===== config.mk =====
export PLATFORM = sky130hd
export DESIGN_NAME = buffer_rr_drain
export DESIGN_NICKNAME = d
export VERILOG_FILES = /design/src/rtl/buffer_rr_drain_pkg.sv /design/src/rtl/buffer_rr_drain_rr_pick.sv /design/src/rtl/buffer_rr_drain.sv
export SDC_FILE = /design/constraint.sdc
export NUM_CORES = 1
export LEC_CHECK = 0
export ABC_CLOCK_PERIOD_IN_PS = 2150
export CAP_MARGIN = 20
export CORE_MARGIN = 1.5
export CORE_UTILIZATION = 34
export CTS_CLUSTER_SIZE = 30
export DETAILED_ROUTE_END_ITERATION = 16
export GPL_TIMING_DRIVEN = 1
export HOLD_SLACK_MARGIN = 0.1
export PLACE_DENSITY = 0.81
export SLEW_MARGIN = 20
export SYNTH_ARGS = -nofsm -noshare
export SYNTH_HDL_FRONTEND = slang
export SYNTH_SLANG_ARGS = --single-unit

===== constraint.sdc =====
create_clock -name clk -period 2.15 [get_ports clk]
set_clock_uncertainty 0.2 [all_clocks]
set_input_delay 0.3225 -clock clk [delete_from_list [all_inputs] [get_ports clk]]
set_output_delay 0.3225 -clock clk [all_outputs]
set_load 0.01 [all_outputs]

===== src/rtl/buffer_rr_drain_pkg.sv =====
// ----------------------------------------------------------------------------
// buffer_rr_drain_pkg
// Shared definitions for the flow blocks: FSM state encoding, the default
// word emitted when a source reports an error, and a small modular-add
// helper used by the round-robin picker.
// ----------------------------------------------------------------------------
package buffer_rr_drain_pkg;

    typedef enum logic [1:0] {
        ST_IDLE  = 2'd0,
        ST_SERVE = 2'd1,
        ST_HALT  = 2'd2
    } flow_state_t;

    localparam logic [31:0] FLOW_ERRORCODE = 32'hDEADBEEF;

    // (base + offset) mod modulus, for small non-negative operands.
    function automatic int wrap_add(input int base, input int offset, input int modulus);
        return (base + offset) % modulus;
    endfunction

endpackage


===== src/rtl/buffer_rr_drain_rr_pick.sv =====
// ----------------------------------------------------------------------------
// rr_pick
// Combinational round-robin picker. Scans req starting at ptr and wrapping
// modulo N_SRC; returns the first requesting index.
//
// Ports
//   req    in   N_SRC      request mask
//   ptr    in   LOG_N_SRC  scan start index
//   found  out  1          at least one request bit set
//   idx    out  LOG_N_SRC  first requester at or after ptr (0 when !found)
// ----------------------------------------------------------------------------
module rr_pick
    import buffer_rr_drain_pkg::*;
#(
    parameter int N_SRC     = 4,
    parameter int LOG_N_SRC = 2
) (
    input  logic [N_SRC-1:0]     req,
    input  logic [LOG_N_SRC-1:0] ptr,
    output logic                 found,
    output logic [LOG_N_SRC-1:0] idx
);

    logic [LOG_N_SRC-1:0] w_cand;

    // Walk the ring from farthest to nearest so the last hit, which is the
    // one closest to ptr, is the one that sticks.
    always_comb begin
        found  = 1'b0;
        idx    = '0;
        w_cand = '0;
        for (int k = N_SRC - 1; k >= 0; k--) begin
            w_cand = LOG_N_SRC'(wrap_add(int'(ptr), k, N_SRC));
            if (req[w_cand]) begin
                found = 1'b1;
                idx   = w_cand;
            end
        end
    end

endmodule


===== src/rtl/buffer_rr_drain.sv =====
// ----------------------------------------------------------------------------
// buffer_rr_drain
// Drains N_SRC buffer sources round-robin, up to BURST words per grant,
// one word every two cycles. The registered delete gives the source one
// cycle to advance its head before it is looked at again. Any source error
// emits a single ERRORCODE word and stops the block until reset.
//
// Ports
//   clk         in   1           clock, all logic on posedge
//   reset       in   1           synchronous, active-high
//   in_full     in   N_SRC       per-source head word valid
//   in_data     in   N_SRC*WDTH  per-source head word, source i at [i*WDTH +: WDTH]
//   in_error    in   N_SRC       per-source error
//   out_delete  out  N_SRC       registered pop strobe, one-hot or zero
//   out_data    out  WDTH        drained word or ERRORCODE
//   out_nd      out  1           out_data valid this cycle
//   out_src     out  LOG_N_SRC   source index of out_data
//   halted      out  1           sticky error stop
//
// state  | meaning
// -------+------------------------------------------------------------
// IDLE   | pick next source from ptr; no output
// SERVE  | issue one word from grant, or wait out the delete holdoff
// HALT   | error seen; outputs quiet until reset
// ----------------------------------------------------------------------------
module buffer_rr_drain
    import buffer_rr_drain_pkg::*;
#(
    parameter int              WDTH      = 32,
    parameter int              N_SRC     = 4,
    parameter int              LOG_N_SRC = 2,
    parameter int              BURST     = 4,
    parameter logic [WDTH-1:0] ERRORCODE = WDTH'(FLOW_ERRORCODE)
) (
    input  logic                    clk,
    input  logic                    reset,
    input  logic [N_SRC-1:0]        in_full,
    input  logic [N_SRC*WDTH-1:0]   in_data,
    input  logic [N_SRC-1:0]        in_error,
    output logic [N_SRC-1:0]        out_delete,
    output logic [WDTH-1:0]         out_data,
    output logic                    out_nd,
    output logic [LOG_N_SRC-1:0]    out_src,
    output logic                    halted
);

    localparam int               CNT_W   = $clog2(BURST + 1);
    localparam logic [CNT_W-1:0] BURST_C = CNT_W'(BURST);
    localparam logic [LOG_N_SRC-1:0] LAST_SRC = LOG_N_SRC'(N_SRC - 1);

    flow_state_t          r_state;
    logic [LOG_N_SRC-1:0] r_ptr;
    logic [LOG_N_SRC-1:0] r_grant;
    logic [CNT_W-1:0]     r_cnt;
    logic [N_SRC-1:0]     r_out_delete;
    logic [WDTH-1:0]      r_out_data;
    logic                 r_out_nd;
    logic [LOG_N_SRC-1:0] r_out_src;
    logic                 r_halted;

    flow_state_t          w_state_nxt;
    logic [LOG_N_SRC-1:0] w_ptr_nxt;
    logic [LOG_N_SRC-1:0] w_grant_nxt;
    logic [CNT_W-1:0]     w_cnt_nxt;
    logic [N_SRC-1:0]     w_delete_nxt;
    logic [WDTH-1:0]      w_data_nxt;
    logic                 w_nd_nxt;
    logic [LOG_N_SRC-1:0] w_src_nxt;
    logic                 w_halted_nxt;

    logic [N_SRC-1:0]     w_req;
    logic                 w_found;
    logic [LOG_N_SRC-1:0] w_pick;
    logic                 w_any_err;
    logic [LOG_N_SRC-1:0] w_err_idx;
    logic                 w_holdoff;
    logic                 w_grant_full;
    logic [WDTH-1:0]      w_grant_data;
    logic [CNT_W-1:0]     w_cnt_inc;
    logic [LOG_N_SRC-1:0] w_ptr_after;

    // A source whose delete is in flight still shows the word just taken,
    // so it is masked out of the pick for that cycle.
    assign w_req = in_full & ~r_out_delete;

    rr_pick #(
        .N_SRC     (N_SRC),
        .LOG_N_SRC (LOG_N_SRC)
    ) u_rr_pick (
        .req   (w_req),
        .ptr   (r_ptr),
        .found (w_found),
        .idx   (w_pick)
    );

    assign w_any_err    = |in_error;
    assign w_holdoff    = r_out_delete[r_grant];
    assign w_grant_full = in_full[r_grant];
    assign w_grant_data = in_data[int'(r_grant) * WDTH +: WDTH];
    assign w_cnt_inc    = r_cnt + 1'b1;
    assign w_ptr_after  = (r_grant == LAST_SRC) ? '0 : r_grant + 1'b1;

    always_comb begin
        w_err_idx = '0;
        for (int k = N_SRC - 1; k >= 0; k--) begin
            if (in_error[k]) begin
                w_err_idx = LOG_N_SRC'(k);
            end
        end
    end

    always_comb begin
        w_state_nxt  = r_state;
        w_ptr_nxt    = r_ptr;
        w_grant_nxt  = r_grant;
        w_cnt_nxt    = r_cnt;
        w_delete_nxt = '0;
        w_nd_nxt     = 1'b0;
        w_data_nxt   = r_out_data;
        w_src_nxt    = r_out_src;
        w_halted_nxt = r_halted;

        case (r_state)
            ST_IDLE: begin
                if (w_any_err) begin
                    w_nd_nxt     = 1'b1;
                    w_data_nxt   = ERRORCODE;
                    w_src_nxt    = w_err_idx;
                    w_halted_nxt = 1'b1;
                    w_state_nxt  = ST_HALT;
                end else if (w_found) begin
                    w_grant_nxt = w_pick;
                    w_cnt_nxt   = '0;
                    w_state_nxt = ST_SERVE;
                end
            end

            ST_SERVE: begin
                if (w_any_err) begin
                    // Error wins over a word that would otherwise issue now.
                    w_nd_nxt     = 1'b1;
                    w_data_nxt   = ERRORCODE;
                    w_src_nxt    = w_err_idx;
                    w_halted_nxt = 1'b1;
                    w_state_nxt  = ST_HALT;
                end else if (w_holdoff) begin
                    // Source is popping the previous word; in_full is stale.
                    w_state_nxt = ST_SERVE;
                end else if (w_grant_full) begin
                    w_delete_nxt[r_grant] = 1'b1;
                    w_nd_nxt              = 1'b1;
                    w_data_nxt            = w_grant_data;
                    w_src_nxt             = r_grant;
                    w_cnt_nxt             = w_cnt_inc;
                    if (w_cnt_inc == BURST_C) begin
                        w_ptr_nxt   = w_ptr_after;
                        w_state_nxt = ST_IDLE;
                    end
                end else begin
                    w_ptr_nxt   = w_ptr_after;
                    w_state_nxt = ST_IDLE;
                end
            end

            ST_HALT: begin
                w_halted_nxt = 1'b1;
            end

            default: begin
                w_state_nxt = ST_IDLE;
            end
        endcase
    end

    always_ff @(posedge clk) begin
        if (reset) begin
            r_state      <= ST_IDLE;
            r_ptr        <= '0;
            r_grant      <= '0;
            r_cnt        <= '0;
            r_out_delete <= '0;
            r_out_data   <= '0;
            r_out_nd     <= 1'b0;
            r_out_src    <= '0;
            r_halted     <= 1'b0;
        end else begin
            r_state      <= w_state_nxt;
            r_ptr        <= w_ptr_nxt;
            r_grant      <= w_grant_nxt;
            r_cnt        <= w_cnt_nxt;
            r_out_delete <= w_delete_nxt;
            r_out_data   <= w_data_nxt;
            r_out_nd     <= w_nd_nxt;
            r_out_src    <= w_src_nxt;
            r_halted     <= w_halted_nxt;
        end
    end

    assign out_delete = r_out_delete;
    assign out_data   = r_out_data;
    assign out_nd     = r_out_nd;
    assign out_src    = r_out_src;
    assign halted     = r_halted;

endmodule


**Yosys cells after proc, flatten, opt, wreduce, memory -nomap -nowiden**

Cells that the tools add are included.

- Register bits: 49
- Word-level logic and storage cells: 116

- Add/subtract/negate cells: 5
- Order comparisons: 6
- Equal/unequal tests: 16
- Shift operators: 1
- Multiplexer cells: 59
- Bitwise gates (word level): 7
- Reduce and logical (&&, ||, !) cells: 13

Operators by type and width:

| kind | number |
|---|---|
| $mux 32 | 4 |
| $shiftx 128x8->32 | 1 |
| $pmux 32 s2 | 1 |
| $mux 2 | 21 |
| $mux 1 | 16 |
| $lt 2x3->1 const B | 5 |
| $mux 3 | 5 |
| $bmux 1 s2 | 6 |
| $ne 2x2->1 const B | 5 |
| $reduce_and 4->1 | 2 |
| $reduce_or 8->1 | 1 |
| $ne 2x1->1 const B | 3 |
| $ne 3x3->1 const B | 2 |
| $pmux 2 s3 | 1 |
| $pmux 3 s2 | 1 |
| $reduce_and 3->1 | 2 |
| $reduce_and 6->1 | 1 |
| $ne 5x5->1 const B | 1 |
| $not 1->1 | 5 |
| $add 2x1->2 const B | 2 |
| $add 2x2->2 const B | 2 |
| $and 4x4->4 | 1 |
| $eq 2x2->1 const B | 2 |
| $not 4->4 | 1 |
| other kinds (14) | 16 |

**Longest topological paths before layout**

Gate-level depths: netlist of run 1.

- Depth in word-level cells: 11
- Depth in mapped cells: 8
- Depth with buffers taken out: 6

**Hierarchy**

Synthesis of run 1 repeated with hierarchy kept, for this count alone.

- Cell total of the unflattened synthesis: 246
- Area, all modules: 2986.6 µm²

Modules (own cells, without submodules):

| module | instances | cells each | area each (µm²) | sequential area each (µm²) |
|---|---|---|---|---|
| buffer_rr_drain | 1 | 233 | 2909.0 | 980.9 |
| rr_pick | 1 | 13 | 77.6 | 0.0 |

**Worst setup path before layout of run 1**

Ideal clock, no wire load.

- Path kind: register -> register
- From: register r_grant[0]
- To: register r_out_data[3], in the netlist out_data[3]
- Library setup time: 0.128 ns
- Data arrival time: 1.842 ns
- Path slack: -0.019 ns
- Cell stages (with the launch flop): 8
- Path through: dfxtp_1 buf_6 buf_8 mux4_2 nand4b_2 buf_6 o22ai_1 nor2_1

- Word-level cells in the longest chain between the ends: 5
- Elaborated cells between the ends (all ways): 12
- Those cells by class: eq/ne (2); shift (1); mux (8); reduce/logical (1)

Ends and longest elaborated chain:

| what | RTL line | text |
|---|---|---|
| from (decl) | buffer_rr_drain.sv:53 | `logic [LOG_N_SRC-1:0] r_grant;` |
| from (signal assigned) | buffer_rr_drain.sv:189 | `r_grant <= w_grant_nxt;` |
| $shiftx 128x8->32 | buffer_rr_drain.sv:99 | `assign w_grant_data = in_data[int'(r_grant) * WDTH +: WDTH];` |
| $mux 32 | buffer_rr_drain.sv:149 | `end else if (w_grant_full) begin` |
| $mux 32 | buffer_rr_drain.sv:146 | `end else if (w_holdoff) begin` |
| $mux 32 | buffer_rr_drain.sv:139 | `if (w_any_err) begin` |
| $pmux 32 s2 | buffer_rr_drain.sv:123 | `case (r_state)` |
| to (signal assigned) | buffer_rr_drain.sv:192 | `r_out_data <= w_data_nxt;` |
| to (decl) | buffer_rr_drain.sv:56 | `logic [WDTH-1:0] r_out_data;` |

Several ways; a longest one is shown, not always the timed one. The select of a mux whose other input is x is not followed.
A chain may end at the register's enable or synchronous reset.

**Worst setup path after layout of run 1**

- From: register r_grant[0]
- To: register r_out_src[1], in the netlist out_src[1]

- Word-level cells in the longest chain between the ends: 4
- Elaborated cells between the ends (all ways): 7
- Those cells by class: eq/ne (2); mux (4); reduce/logical (1)

Ends and longest elaborated chain:

| what | RTL line | text |
|---|---|---|
| $bmux 1 s2 (on tied branches) | buffer_rr_drain.sv:98, buffer_rr_drain.sv:97 |  |
| $mux 1 (on tied branches) | buffer_rr_drain.sv:98, buffer_rr_drain.sv:97 |  |
| $ne 3x3->1 (no source line) | - |  |
| $reduce_and 4->1 (no source line) * | - |  |
| to (signal assigned) | buffer_rr_drain.sv:194 | `r_out_src <= w_src_nxt;` |
| to (decl) | buffer_rr_drain.sv:58 | `logic [LOG_N_SRC-1:0] r_out_src;` |

Mark *: on every way between the ends. The rest lies on a longest branch, timed or not. The select of a mux whose other input is x is not followed.

==> impl_metrics.json, run 1 <==
{
  "status": "completed",
  "slowest_delay_ns": 0.45,
  "finalSetupViolCount": 0,
  "endpoint_kind": "flip-flop",
  "holdWs_ns": 0.247,
  "vdd_drop_max_mv": 0.258,
  "track_usage_pct": 20.8,
  "cp_cell_sequence": "mux2_2 > nor4_4 > nor3_2 > buf_4 > or4_1 > a21oi_1",
  "p_leak_nw": 1.89,
  "final_net_count": 595,
  "synth_nets": 398,
  "drtIter0Drc": 110,
  "cts_buffers": 5,
  "core_um2": 8180,
  "path_clk_slew_ns": 0.09,
  "crit_family": "simple AND/OR/NAND/NOR gates",
  "cts.sinks": 49,
  "ys_types": 41,
  "ios": 178,
  "routedWlPerCell_um": 16.7,
  "antenna_found_initial": 0,
  "drv_cap": 0,
  "dominantRegCellSynth": "dfxtp_1",
  "totalWireLength_um": 9320,
  "globalRouteOverflowTotal": 0,
  "antenna_cells": 0,
  "yosys_warnings": 0,
  "cp.arrival_ns": 2.15,
  "min_path_type": "in -> reg",
  "via_per_inst": 5.31,
  "vias": 2958,
  "die_h_um": 94.6,
  "drt-pass1-iter-count": 5,
  "clkLatencyLatePin_ns": 0.30,
  "postRouteAntennaNets": 0,
  "fin_cells": 557,
  "clock_tree.root_cell": "clkbuf_8",
  "rsz0062_at_grt": "yes",
  "period_share_pct": 98.2,
  "max_freq_mhz": 474,
  "drive_gt1_share_pct": 19.7,
  "dp_cells": 548,
  "dpl_cell_area_um2": 4930,
  "async_flop_share_pct": 0,
  "clk_path_buf_depth": 2,
  "dpl.hpwl_um": 7590,
  "grt_max_degree": 37,
  "maxSlewViolCount": 0,
  "placementRows": 33,
  "seq_area_frac_synth_pct": 34.4,
  "crit_required_ns": 2.18,
  "final_cell_area_um2": 5090,
  "cp-start-kind": "flip-flop",
  "drc": 0,
  "critical_path_class": "reg -> reg",
  "tritoncts": "yes",
  "netlist_area_um2": 2850,
  "syn2layout_area_growth_pct": 78.5,
  "synth_seq_cells": 49,
  "tightest_slew_ns": 0.448,
  "avgSynthCellArea_um2": 11.2,
  "final_core_utilization_pct": 62.3,
  "port-buffer-count": 177,
  "power.density_nw_per_um2": 438,
  "hold_viol": 0,
  "synthCells": 254,
  "cp_num_buf_inv": 1,
  "slowest_stage": "or4_1",
  "tns_ns": 0,
  "die_x_um": 94.6,
  "dp_slack_ns": -0.342,
  "grt_pass1_wl_um": 14300,
  "power.total_mw": 2.23,
  "die_area_um2": 8950,
  "first_global_vias": 2988,
  "max_slew_margin_pct": 70.1,
  "start_util_pct": 34.9,
  "h-tree-depth": 2,
  "place_congestion": 0.877,
  "worst_slack_ns": 0.0393,
  "synth-edff-count": 0,
  "final.min_clock_period_ns": 2.11,
  "cp_max_fo": 6
}
[worst reg2reg max path, delay by kind of cell, from the launching register on]
kind / cells / cell delay (ns)
and+or+nand+nor: 3 / 0.80
muxes: 1 / 0.36
buffers and inverters: 1 / 0.15
AOI/OAI and AO/OA: 1 / 0.14
DFF: 1 / 0.40
[kinds of logic after synthesis]
logic type / Yosys count / synth area share (%)
AOI/OAI and AO/OA: 54 / 13.7
xor gates and xnor gates: 1 / 0.307
adders and majority gates: 6 / 2.63
buffers and inverters: 26 / 4.91
DFF: 49 / 34.4
muxes: 40 / 29.5
and+or+nand+nor: 78 / 14.5
[final timing paths]
| kind | from | to | slack (ns) | cells past startpoint |
|---|---|---|---|---|
| max | r_grant[0]$_SDFFE_PP0P_ | out_src[1]$_SDFFE_PP0P_ | 0.04 | 6 |
| min | reset | out_data[1]$_SDFFE_PP0P_ | 0.25 | 2 |
| max reg2reg | r_grant[0]$_SDFFE_PP0P_ | out_src[1]$_SDFFE_PP0P_ | 0.04 | 6 |
| min reg2reg | out_src[1]$_SDFFE_PP0P_ | out_src[1]$_SDFFE_PP0P_ | 0.27 | 2 |
[routing by layer]
layer,vias up,routed length [um],GRT usage [%]
li1,1376,-,-
met4,0,308,9.70
met2,119,5110,38.3
met1,1439,3380,22.4
met3,24,522,4.59
met5,-,0,0
[flip-flops by register name (all words and copies together), names as in the netlist]
register	cells
out_data	32
out_delete	4
r_cnt	3
out_src	2
r_grant	2
r_ptr	2
r_state	2
halted	1
out_nd	1
[what timing repair did]
item / 4_1_cts / 5_1_grt
setup endpoints to repair: 2 / 39
hold buffers: 0 / 0
resized for setup: 3 / 5
buffers inserted: 0 / 1
pin swaps: 0 / 2
[layout make-up]
| cell class | instances | area, um2 |
|---|---|---|
| inverter | 5 | 18.8 |
| sequential | 49 | 986 |
| tap | 105 | 131 |
| fill | 656 | 3080 |
| clock inverter | 1 | 30.0 |
| clock buffer | 7 | 86.3 |
| multi-input combinational | 179 | 1780 |
| timing repair buffer | 211 | 2070 |
[synthesized netlist by cell type (2+ instances only)]
master | n | share of area (%)
nor4_2 | 3 | 1.3
nor3_1 | 3 | 0.53
mux4_1 | 4 | 3.7
inv_1 | 5 | 0.66
buf_6 | 3 | 1.2
ha_1 | 6 | 2.6
mux2i_1 | 4 | 1.4
and3_1 | 4 | 0.88
mux4_2 | 30 | 24
o21ai_0 | 2 | 0.35
buf_2 | 4 | 0.70
o22ai_2 | 2 | 0.88
or3_1 | 3 | 0.66
or4_1 | 2 | 0.53
nor2b_1 | 6 | 1.3
dfxtp_1 | 49 | 34
clkbuf_1 | 12 | 1.6
nand2_1 | 6 | 0.79
a22oi_1 | 9 | 2.4
nand3_1 | 2 | 0.35
nor2_1 | 43 | 5.7
mux2_2 | 2 | 0.79
a21oi_1 | 10 | 1.8
o22ai_1 | 23 | 5.0
[cells in the final DEF (no fill, tap or decap), drive strengths merged, types with 4 or more instances in the layout]
cell,count
clkdlybuf4s50,175
dfxtp,49
nor2,43
buf,35
mux4,34
o22ai,25
a21oi,10
a22oi,9
clkbuf,7
nand2,6
nor2b,6
ha,6
inv,5
and3,4
mux2i,4
[power breakdown]
group | leakage [nW] | internal (mW) | switching, mW
registers | 0.405 | 0.948 | 0.0214
clock network | 0.0585 | 0.380 | 0.300
logic | 1.43 | 0.402 | 0.181
total | 1.89 | 1.73 | 0.501
Power figures use the tool's default switching activity.
==> run 2, diff against run 1 <==
--- a/config.mk
+++ b/config.mk
@@ -7,14 +7,14 @@
 export LEC_CHECK = 0
 export ABC_CLOCK_PERIOD_IN_PS = 2150
 export CAP_MARGIN = 20
-export CORE_MARGIN = 1.5
 export CORE_UTILIZATION = 34
 export CTS_CLUSTER_SIZE = 30
 export DETAILED_ROUTE_END_ITERATION = 16
 export GPL_TIMING_DRIVEN = 1
 export HOLD_SLACK_MARGIN = 0.1
-export PLACE_DENSITY = 0.81
+export PLACE_DENSITY = 0.8
 export SLEW_MARGIN = 20
 export SYNTH_ARGS = -nofsm -noshare
 export SYNTH_HDL_FRONTEND = slang
+export SYNTH_HIERARCHICAL = 1
 export SYNTH_SLANG_ARGS = --single-unit
==> impl_metrics.json, run 2 <==
{
  "status": "completed",
  "pwr-share-comb_pct": 28.2,
  "start_util_pct": 35.8,
  "hold_buffers": 0,
  "avgSynthCellArea_um2": 12.1,
  "clkLatencyLatePin_ns": 0.30,
  "via_per_inst": 5.43,
  "yosys-top-cells-area": "dfxtp_1 (33%), mux4_2 (26%), o221a_1 (7.2%)",
  "maxSlewViolCount": 0,
  "track_usage_pct": 22.4,
  "p_int_mw": 1.59,
  "seq_area_frac_synth_pct": 32.8,
  "grt_pass1_wl_um": 15400,
  "rr_startpoint": "r_grant[1]$_SDFFE_PP0P_",
  "worst_slack_ns": 0.0430,
  "final_cell_mix": "clkdlybuf4s50_1 (173), dfxtp_1 (47), mux4_2 (34)",
  "p_clk_share_pct": 25.3,
  "synth-edff-count": 0,
  "finalSetupViolCount": 0,
  "power.total_mw": 2.08,
  "final_common_cell": "clkdlybuf4s50_1",
  "seq_area_um2": 988,
  "ys_types": 48,
  "h-tree-depth": 2,
  "clock_tree.root_cell": "clkbuf_8",
  "die_x_um": 95.7,
  "drtIter0Drc": 114,
  "port-buffer-count": 177,
  "crit_required_ns": 2.14,
  "multiInputGateArea_um2": 1900,
  "dp_slack_ns": -0.465,
  "drive_gt1_share_pct": 22.5,
  "holdWs_ns": 0.263,
  "final_core_utilization_pct": 63.5,
  "ios": 178,
  "min_path_type": "reg -> reg",
  "clk_path_buf_depth": 2,
  "final.fill_count": 660,
  "crit_path_end": "out_data[0]$_SDFFE_PP0P_",
  "largest_register_ffs": 32,
  "tightest_slew_ns": 0.634,
  "reg2reg_to": "out_data[0]$_SDFFE_PP0P_",
  "synthCells": 246,
  "postRouteAntennaNets": 0,
  "totalWireLength_um": 10600,
  "synth.top_cells.by_count": "dfxtp_1 (49), mux4_2 (34), nand2_1 (22), o221a_1 (19), mux2i_1 (14)",
  "placementRows": 33,
  "first_global_vias": 2975,
  "p_leak_nw": 1.93,
  "rsz0062_at_grt": "yes",
  "synth_area_leader_cell": "dfxtp_1",
  "critical_path.startpoint": "r_grant[1]$_SDFFE_PP0P_",
  "synth_most_common_cell": "dfxtp_1",
  "synth_nets": 390,
  "period_share_pct": 98.0,
  "reg2reg_slack_ns": 0.04,
  "cts_buffers": 5,
  "routedWlPerCell_um": 19.2,
  "max_freq_mhz": 475,
  "vias": 3007,
  "vdd_drop_max_mv": 0.309,
  "dominantRegCellSynth": "dfxtp_1",
  "yosys_warnings": 6,
  "grt_max_degree": 38,
  "drc": 0,
  "place_congestion": 0.807,
  "core_um2": 8340,
  "antenna_found_initial": 0,
  "die_h_um": 95.7,
  "cp-start-kind": "flip-flop",
  "final_net_count": 592,
  "drv_cap": 0,
  "syn2layout_area_growth_pct": 77.3,
  "path_clk_slew_ns": 0.09,
  "max_slew_margin_pct": 57.7,
  "async_flop_share_pct": 0,
  "seqPwrFrac_pct": 46.6,
  "power.density_nw_per_um2": 394,
  "synth_seq_cells": 49,
  "antenna_cells": 0,
  "ff2ff_path_depth": 6,
  "drt-pass1-iter-count": 4,
  "yosysTopAreaCellShare_pct": 32.8,
  "fin_cells": 554,
  "dp_cells": 539,
  "die_area_um2": 9160,
  "final.min_clock_period_ns": 2.11,
  "hold_viol": 0,
  "tritoncts": "yes",
  "cp.arrival_ns": 2.10,
  "netlist_area_um2": 2990,
  "globalRouteOverflowTotal": 0,
  "dpl.hpwl_um": 8100,
  "switching_power_mw": 0.495,
  "swShare_pct": 23.7,
  "endpoint_kind": "flip-flop",
  "cts.sinks": 49,
  "cp_max_fo": 7,
  "critical_path_class": "reg -> reg"
}
[run 2: changes by cell type after synthesis, moves of 9 or more]
| cell | change |
|---|---|
| mux2i_1 | +10 |
| nor2_1 | -33 |
| o221a_1 | +19 |
| o22ai_1 | -23 |
| nand2_1 | +16 |
| a22oi_1 | -9 |
[run 2: layer usage]
metal  vias up  routed length, um  track usage (%)
met2       133               5330             41.4
met1      1469               4050             24.6
met3        22                959             5.69
li1       1383                  -                -
met5         -                  0                0
met4         0                301             8.08
[run 2: timing repair]
action	4_1_cts	5_1_grt
setup buffers	2	1
endpoints found under the setup margin	34	26
pin swaps	2	7
gates cloned	1	3
resized for setup	7	7
[run 2: stage by stage]
stage / area [um2] / setup TNS, ns
finish: 5290 / 0
global route: 5290 / -0.135
CTS: 5210 / 0
detailed placement: 5060 / -15.82
global placement: 5060 / -14.01
floorplan: 2990 / 0
[run 2: worst min path at each step]
stage	from	end	slack, ns	depth (start not counted)
after detailed placement	out_data[24]$_SDFFE_PP0P_	out_data[24]$_SDFFE_PP0P_	0.26	2
final	out_src[0]$_SDFFE_PP0P_	out_src[0]$_SDFFE_PP0P_	0.26	2
after CTS	out_src[0]$_SDFFE_PP0P_	out_src[0]$_SDFFE_PP0P_	0.27	2
after floorplan	r_cnt[1]$_SDFFE_PP0P_	r_cnt[1]$_SDFFE_PP0P_	0.28	2
after global placement	out_data[14]$_SDFFE_PP0P_	out_data[14]$_SDFFE_PP0P_	0.24	2
after global routing	out_src[0]$_SDFFE_PP0P_	out_src[0]$_SDFFE_PP0P_	0.29	2
[run 2: cells by family (layout without fill, tap and decap cells)]
family / after synthesis / after routing / share of synthesized area [%]
compound gates: 44 / 45 / 14.7
xor+xnor: 1 / 1 / 0.293
fa+ha+maj: 6 / 6 / 2.51
buf+inv: 27 / 229 / 4.82
flops: 49 / 49 / 32.8
mux: 49 / 49 / 30.7
simple gates: 70 / 70 / 14.1
[run 2: power groups by stage]
stage	clock network, mW	logic (mW)	registers (mW)
after global routing	0.580	0.619	0.976
after CTS	0.532	0.586	0.973
final	0.527	0.587	0.971
after detailed placement	0	0.572	0.995
after floorplan	0	0.159	1.01
after global placement	0	0.562	0.994
[run 2: cell type report]
cell class | instances | area share, %
well taps | 105 | 2.48
inverters | 5 | 0.355
repair buffers | 216 | 41.0
clock buffers | 8 | 1.51
multi-input cells | 171 | 36.0
flip-flops and latches | 49 | 18.7
[run 2: critical path: stages, from the launching register on]
cell and delay, ns:
dfxtp_4 0.39, nor4b_4 0.32, buf_4 0.17, nor4_4 0.04, or3_4 0.46, clkbuf_16 0.18, o221a_2 0.24
